**src/rtl/line_reader.sv**
```systemverilog
// line_reader: streams one 240-row texture column out of the line_writer column RAM,
// row 0 first, as a valid/ready pixel stream tagged with row and screen column.
//
// state    | meaning
// ---------+-----------------------------------------------------------
// ST_IDLE  | waiting for start while writer_rdy is high
// ST_READ  | issuing RAM addresses 1..LINES-1 as buffer credit allows
// ST_DRAIN | every address issued; emptying the skid buffer to the packer
//
// Read pipeline: an address written to ram_raddr at edge E is latched by the RAM
// at E+1, and its data is captured into the skid buffer at E+2 or later.
// p1 marks a read whose address is still waiting for the RAM to latch it.
// p2 marks a read whose data is on ram_read_data but has not been captured yet.
// Because ram_raddr holds when nothing new is issued, an uncaptured p2 read stays
// valid on the RAM bus. It only has to be captured on the edge after a newer
// address is issued. Issue is therefore allowed whenever that capture is certain
// to find a free skid slot. This sustains one pixel per cycle with a 2-entry buffer.
module line_reader #(
  parameter int LINES = 240,
  parameter int DW    = 8,
  parameter int CW    = 9
) (
  input  logic                     clk,
  input  logic                     rst,
  input  logic                     start,
  input  logic [CW-1:0]            col,
  input  logic                     writer_rdy,
  output logic                     busy,
  output logic [$clog2(LINES)-1:0] ram_raddr,
  input  logic [DW-1:0]            ram_read_data,
  output logic                     out_valid,
  input  logic                     out_ready,
  output logic [DW-1:0]            out_pixel,
  output logic [$clog2(LINES)-1:0] out_row,
  output logic [CW-1:0]            out_col,
  output logic                     out_last,
  output logic                     done
);
  localparam int AW = $clog2(LINES);
  localparam logic [AW-1:0] LAST_ROW = AW'(LINES - 1);

  typedef enum logic [1:0] {ST_IDLE, ST_READ, ST_DRAIN} state_t;

  state_t        state_q, state_d;
  logic [AW-1:0] raddr_q, raddr_d;
  logic [AW-1:0] row_q, row_d;
  logic [CW-1:0] col_q, col_d;
  logic [DW-1:0] sk0_q, sk0_d;
  logic [DW-1:0] sk1_q, sk1_d;
  logic [1:0]    occ_q, occ_d;
  logic          p1_q, p1_d;
  logic          p2_q, p2_d;
  logic          done_q, done_d;

  logic          pop;
  logic          cap;
  logic          issue;
  logic [1:0]    occ_pop;

  // Skid buffer bookkeeping, read issue and the readout FSM.
  always_comb begin
    state_d = state_q;
    raddr_d = raddr_q;
    row_d   = row_q;
    col_d   = col_q;
    sk0_d   = sk0_q;
    sk1_d   = sk1_q;
    p1_d    = 1'b0;
    done_d  = 1'b0;
    issue   = 1'b0;

    pop     = (occ_q != 2'd0) & out_ready;
    occ_pop = occ_q - {1'b0, pop};
    cap     = p2_q & (occ_pop != 2'd2);
    occ_d   = occ_pop + {1'b0, cap};

    if (pop) sk0_d = sk1_q;
    if (cap) begin
      if (occ_pop == 2'd0) sk0_d = ram_read_data;
      else                 sk1_d = ram_read_data;
    end

    // A read whose address was just latched by the RAM becomes capturable.
    // A capturable read that was not taken stays capturable.
    p2_d = p1_q | (p2_q & ~cap);

    // The head row advances with each accepted pixel.
    // It holds at the last row so that out_row stays in range until the next start.
    if (pop && (row_q != LAST_ROW)) row_d = row_q + 1'b1;

    case (state_q)
      ST_IDLE: begin
        if (start && writer_rdy) begin
          state_d = ST_READ;
          raddr_d = '0;
          p1_d    = 1'b1;
          col_d   = col;
          row_d   = '0;
        end
      end
      ST_READ: begin
        // An older read left pending by this issue must find a slot next edge.
        issue = ~p2_d | (occ_d != 2'd2);
        if (issue) begin
          raddr_d = raddr_q + 1'b1;
          p1_d    = 1'b1;
          if ((raddr_q + 1'b1) == LAST_ROW) state_d = ST_DRAIN;
        end
      end
      ST_DRAIN: begin
        if (pop && (row_q == LAST_ROW)) begin
          state_d = ST_IDLE;
          done_d  = 1'b1;
        end
      end
      default: state_d = ST_IDLE;
    endcase
  end

  // State and datapath registers; reset discards any readout in progress.
  always_ff @(posedge clk or negedge rst) begin
    if (!rst) begin
      state_q <= ST_IDLE;
      raddr_q <= '0;
      row_q   <= '0;
      col_q   <= '0;
      sk0_q   <= '0;
      sk1_q   <= '0;
      occ_q   <= 2'd0;
      p1_q    <= 1'b0;
      p2_q    <= 1'b0;
      done_q  <= 1'b0;
    end else begin
      state_q <= state_d;
      raddr_q <= raddr_d;
      row_q   <= row_d;
      col_q   <= col_d;
      sk0_q   <= sk0_d;
      sk1_q   <= sk1_d;
      occ_q   <= occ_d;
      p1_q    <= p1_d;
      p2_q    <= p2_d;
      done_q  <= done_d;
    end
  end

  assign busy      = (state_q != ST_IDLE);
  assign ram_raddr = raddr_q;
  assign out_valid = (occ_q != 2'd0);
  assign out_pixel = sk0_q;
  assign out_row   = row_q;
  assign out_col   = col_q;
  assign out_last  = (occ_q != 2'd0) & (row_q == LAST_ROW);
  assign done      = done_q;

endmodule

```
**config.mk**
```make
export PLATFORM = sky130hd
export DESIGN_NAME = line_reader
export DESIGN_NICKNAME = d
export VERILOG_FILES = /design/src/rtl/line_reader.sv
export SDC_FILE = /design/constraint.sdc
export NUM_CORES = 1
export LEC_CHECK = 0
export BUFFER_PORTS_ARGS = -buffer_cell sky130_fd_sc_hd__buf_2
export CAP_MARGIN = 15
export CORE_UTILIZATION = 53
export DETAILED_ROUTE_END_ITERATION = 6
export PLACE_DENSITY = 0.77
export SKIP_LAST_GASP = 1
export SLEW_MARGIN = 10
export SYNTH_ARGS = -nofsm -noshare
export SYNTH_HDL_FRONTEND = slang
export SYNTH_SLANG_ARGS = --single-unit
```
**constraint.sdc**
```tcl
create_clock -name clk -period 2.03 [get_ports clk]
set_clock_uncertainty 0.05 [all_clocks]
set_input_delay 0.1015 -clock clk [delete_from_list [all_inputs] [get_ports clk]]
set_output_delay 0.1015 -clock clk [all_outputs]
set_load 0.01 [all_outputs]
```
; Yosys cells after proc, flatten, opt, wreduce, memory -nomap -nowiden
; Cells that the tools add are included.
[word_totals]
reg_bits = 48
latch_bits = 0
mem_bits_rw = 0
mem_bits_ro = 0
in_bits = 22
output_inout_bits = 37
elab_cells = 65
n_memories = 0
[classes]
add_sub_neg = 4
multipliers = 0
div = 0
n_lt_le_gt_ge = 0
n_eq_ne = 11
n_shift = 0
n_mux = 19
bitwise_logic = 9
reduce_logical = 12
[ops]
columns = op, n
row1 = 8-bit 2-to-1 mux, 8
row2 = 8-bit by 1-bit adder with 8-bit output (second input constant), 2
row3 = 8-bit equality test (second input constant), 2
row4 = 8-bit one-hot mux with 2 select lines, 1
row5 = 2-bit inequality test (second input constant), 6
row6 = 2-bit 2-to-1 mux, 4
row7 = 8-bit inequality test (second input constant), 1
row8 = 2-bit one-hot mux with 3 select lines, 1
row9 = 2-bit nonzero test, 3
row10 = 1-bit bitwise AND, 4
row11 = 2-bit logical NOT, 2
row12 = 1-bit 2-to-1 mux, 4
row13 = 2-bit AND reduction, 2
row14 = 4-bit AND reduction, 1
row15 = 1-bit logical AND, 3
row16 = 1-bit inverter, 3
row17 = 3-bit AND reduction, 1
row18 = 2-bit by 1-bit adder with 2-bit output, 1
row19 = 2-bit by 1-bit equality test with 1-bit output (second input constant), 1
row20 = 2-bit equality test (second input constant), 1
row21 = 1-bit OR, 2
row22 = 1-bit one-hot mux with 2 select lines, 1
row23 = 2-bit by 1-bit subtractor with 2-bit output, 1

; Depth between registers and ports, before layout
[logic_depth]
depth_word = 12
depth_mapped = 6
mapped_depth_nobuf = 5

; Least setup slack after synthesis
; Ideal clock, no wire load.
[synth_timing]
path_kind = register -> register
from = reg occ_q[0]
to = reg raddr_q[3] (netlist: ram_raddr[3])
setup_ns = 0.125
arrival_ns = 1.549
t_required_ns = 1.855
setup_slack_ns = 0.305
stages_incl_launch_ff = 7
path_buffers = 1
synth_period_minus_slack_ns = 1.725
path_cell_list = dfrtp_1 nor2b_4 buf_6 o31a_4 a21oi_4 inv_2 mux2_4
[synth_via]
elab_chain_cells = 12
word_cells_on_any_way = 14
classes_between = add/sub: 2 / eq/ne: 3 / bitwise: 7 / reduce/logical: 2
[synth_rtl]
columns = item, line
row1 = from (decl), 50  ; logic [1:0] occ_q, occ_d;
row2 = from (signal assigned), 129  ; occ_q <= 2'd0;
row3 = from (signal assigned), 140  ; occ_q <= occ_d;
row4 = 2-bit nonzero test, 72  ; pop = (occ_q != 2'd0) & out_ready;
row5 = 1-bit bitwise AND, 72
row6 = 2-bit by 1-bit subtractor with 2-bit output (*), 73  ; occ_pop = occ_q - {1'b0, pop};
row7 = branches (longest 6 deep; another with 2-bit by 1-bit adder with 2-bit output), -
row8 = 1-bit OR (*), 103  ; issue = ~p2_d | (occ_d != 2'd2);
row9 = 2-bit inequality test (no source line) (*), -
row10 = 3-bit AND reduction (no source line) (*), -
row11 = to (signal assigned), 135  ; raddr_q <= raddr_d;
row12 = to (decl), 45  ; logic [AW-1:0] raddr_q, raddr_d;
; Mark *: on every way between the ends.
; A chain may end at the register's enable or synchronous reset.

; Worst setup path after layout
[layout_timing]
from = reg occ_q[1]
to = reg raddr_q[3] (netlist: ram_raddr[3])
; Same word-level chain as after synthesis.

==> results.yml <==
synthesis:
  seq_area_frac_synth: 0.515
  syn-cell-area_mm2: 0.00233
  yosys_warnings: 0
  ys_ff_latch: 48
  synth_edf_count: 0
  syn_inst: 227
  synthMuxAreaShare: 0.0880
  synth_area_per_cell_um2: 10.3
  synth_compound_area_frac: 0.113
  ys_types: 47
  synthSimpleGateAreaFrac: 0.200
  ys_async_sr_fraction: 1.00
  synth_nets: 252
  synthFlopType: "dfrtp_1"
  synthAdderAreaFrac: 0.0161
  synth-xor-area-share: 0.0338
  synth_top_family_by_area: "simple AND/OR/NAND/NOR gates"
clock_tree:
  postCtsHoldBufs: 18
  clk_path_buf_depth: 2
  cts_setup_buffers: 0
  cts_buffers: 5
  cts_sinks: 48
  ctsResizeCount: 0
  cts-root-buf: "clkbuf_8"
  cts_max_level: 2
  clk_pin_slew_ps: 80
  cts_tree: "done"
  clock_latency_ps: 300
timing:
  fin_crit_ps: 1790
  maxSlewHeadroom: 0.683
  tns_ps: 0
  hold_slack_ps: 126
  rsz0062_at_grt: "no"
  worstMarginPinSlew_ps: 474
  fin_crit_sh: 0.881
  final-hold-violation-count: 0
  setup_viol: 0
  max_freq_mhz: 559
  maxSlewViolCount: 0
setup_path:
  critPathCaptureType: "flop"
  crit_required_ps: 2170
  cpMaxStageDelayCell: "dfrtp_1"
  cp_cell_sequence: "o21ai_0 -> o31a_4 -> a21oi_4 -> inv_2 -> mux2_4"
  start_kind: "flop"
  critPathKind: "flop to flop"
  slowest_delay_ps: 520
  cp_data_arrival_time_ps: 1930
  worstPathMaxFanout: 11
floorplanning:
  io-pin-count: 59
  core-area_mm2: 0.00412
  start_util: 0.567
  dieArea_mm2: 0.00467
  die_height_um: 68.3
  die_w_um: 68.3
  rows: 23
finish:
  diodes: 0
  area_growth_pct: 28.0
  drive_above_1_share: 0.281
  final_cells: 356
  nNetsFinal: 331
route:
  drtIter0Drc: 108
  dr.pass1.iters: 4
  drt.antenna.violating_nets: 0
  viasPerCell: 5.37
  num_vias: 1912
  wl_per_cell_um: 14.0
  wl_um: 4970
  drc_errors: 0
power:
  p_per_area_mw_per_mm2: 1450
  p_total_mw: 4.34
  p_leak_nw: 1.52
  ir_worst_vdd_mv: 0.885
placement:
  placed_cells: 331
  hpwlAfterDp_um: 3350
  place_congestion: 0.851
  port_buffers: 58
hold_path:
  hold_class: "primary input to asynchronous set/reset pin"
run:
  max_cap_violations: 0
global_route:
  grt_pass1_wl_um: 7940
  grt.total_usage: 0.236
  grt_pass1_vias: 1732
  antenna_found_initial: 0
  grt_max_degree: 25
  gr-total-overflow: 0
outcome:
  status: "finished clean"
==> area by class of cell <==
cell class | instances | area [µm²]
flip-flops and latches | 48 | 1200
fillers | 313 | 1130
multi-input cells | 161 | 1050
repair buffers | 81 | 508
clock buffers | 5 | 68.8
well taps | 50 | 62.6
clock inverters | 2 | 60.1
inverters | 9 | 33.8
==> stage by stage <==
step                area, µm²  worst slack [ps]  utilization
floorplan                2330               305            -
global placement         2680               313        0.650
CTS                      2990               238        0.725
detailed placement       2680               265        0.650
finish                   2990               241        0.725
global route             2990               138        0.725
==> sequential cells by signal, summed over array words and instances (netlist names) <==
name       count
done           1
occ_q          2
out_col        9
out_pixel      8
out_row        8
p1_q           1
p2_q           1
ram_raddr      8
sk1_q          8
state_q        2
==> layout by cell type (no fill, tap or decap), types with 2 or more instances in the layout <==
cell           count
a21oi_1            4
and3_1             4
and4_1             2
buf_2             58
buf_4              5
bufinv_16          2
clkbuf_8           5
dfrtp_1           48
dlygate4sd3_1     18
ha_1               3
inv_1              8
mux2_2             8
mux2i_1           10
nand2_1           41
nand2b_1           2
nand3_1           10
nand4_1            3
nand4b_1           2
nor2_1            11
nor2b_1            2
nor3_1             4
o211ai_1           5
o21ai_0           12
o21ai_1            2
o2bb2ai_1          2
o31ai_1            3
or3_1              2
or4_1              2
xnor2_1            3
xor2_1             6
==> worst paths after layout <==
check	endpoint	startpoint	depth (start not counted)	slack (ps)
setup / recovery	ram_raddr[3]	occ_q[1]	5	240
hold / removal	out_col[5]	rst	2	130
setup reg to reg	ram_raddr[3]	occ_q[1]	5	240
hold reg to reg	out_col[8]	out_col[8]	2	420
max in group asynchronous	out_pixel[6]	rst	3	1250
min in group clk	occ_q[1]	out_ready	4	200
==> cell usage after synthesis (2+ instances only) <==
| cell | count | area [µm²] |
|---|---|---|
| buf_2 | 4 | 20.0 |
| o211ai_1 | 5 | 37.5 |
| xnor2_1 | 3 | 26.3 |
| o21ai_0 | 13 | 65.1 |
| xor2_1 | 6 | 52.6 |
| clkbuf_1 | 4 | 15.0 |
| inv_1 | 8 | 30.0 |
| or4_1 | 2 | 15.0 |
| mux2i_1 | 10 | 100 |
| and3_1 | 4 | 25.0 |
| o31ai_1 | 3 | 22.5 |
| nor2b_1 | 2 | 12.5 |
| mux2_2 | 8 | 90.1 |
| nor2_1 | 11 | 41.3 |
| a21oi_1 | 4 | 20.0 |
| dfrtp_1 | 48 | 1200 |
| nand2b_1 | 2 | 12.5 |
| or3_1 | 2 | 12.5 |
| o2bb2ai_1 | 2 | 17.5 |
| nand2_1 | 41 | 154 |
| nor3_1 | 4 | 20.0 |
| nand4b_1 | 2 | 17.5 |
| nand3_1 | 10 | 50.1 |
| nand4_1 | 3 | 18.8 |
| ha_1 | 3 | 37.5 |
| and4_1 | 2 | 17.5 |
==> power breakdown <==
group | switching (mW) | total, mW | internal [mW]
registers | 0.356 | 1.72 | 1.36
clock network | 0.305 | 0.789 | 0.484
logic | 0.969 | 1.83 | 0.866
total | 1.63 | 4.34 | 2.71
==> logic make-up (layout without fill, tap and decap cells) <==
logic type	after synthesis	in the layout
buffers and inverters	18	97
xor gates and xnor gates	9	9
and+or+nand+nor	93	93
AOI/OAI and AO/OA	37	37
DFF	48	48
muxes	19	19
adders and majority gates	3	3
==> metal layers <==
| layer | GRT usage | share of wire | routed length (µm) | vias to the layer above |
|---|---|---|---|---|
| met5 | 0 | 0 | 0 | - |
| met4 | 0.0990 | 0.014 | 72 | 0 |
| met3 | 0.0583 | 0.052 | 257 | 8 |
| met2 | 0.379 | 0.50 | 2480 | 61 |
| met1 | 0.304 | 0.44 | 2170 | 896 |
| li1 | - | - | - | 947 |
==> worst max-delay path: cells and delay by family (launching register included) <==
kind / cells / cell delay, ps
AOI/OAI and AO/OA: 3 / 720
DFF: 1 / 520
muxes: 1 / 300
buffers and inverters: 1 / 90
(Power assumes the default switching activity.)
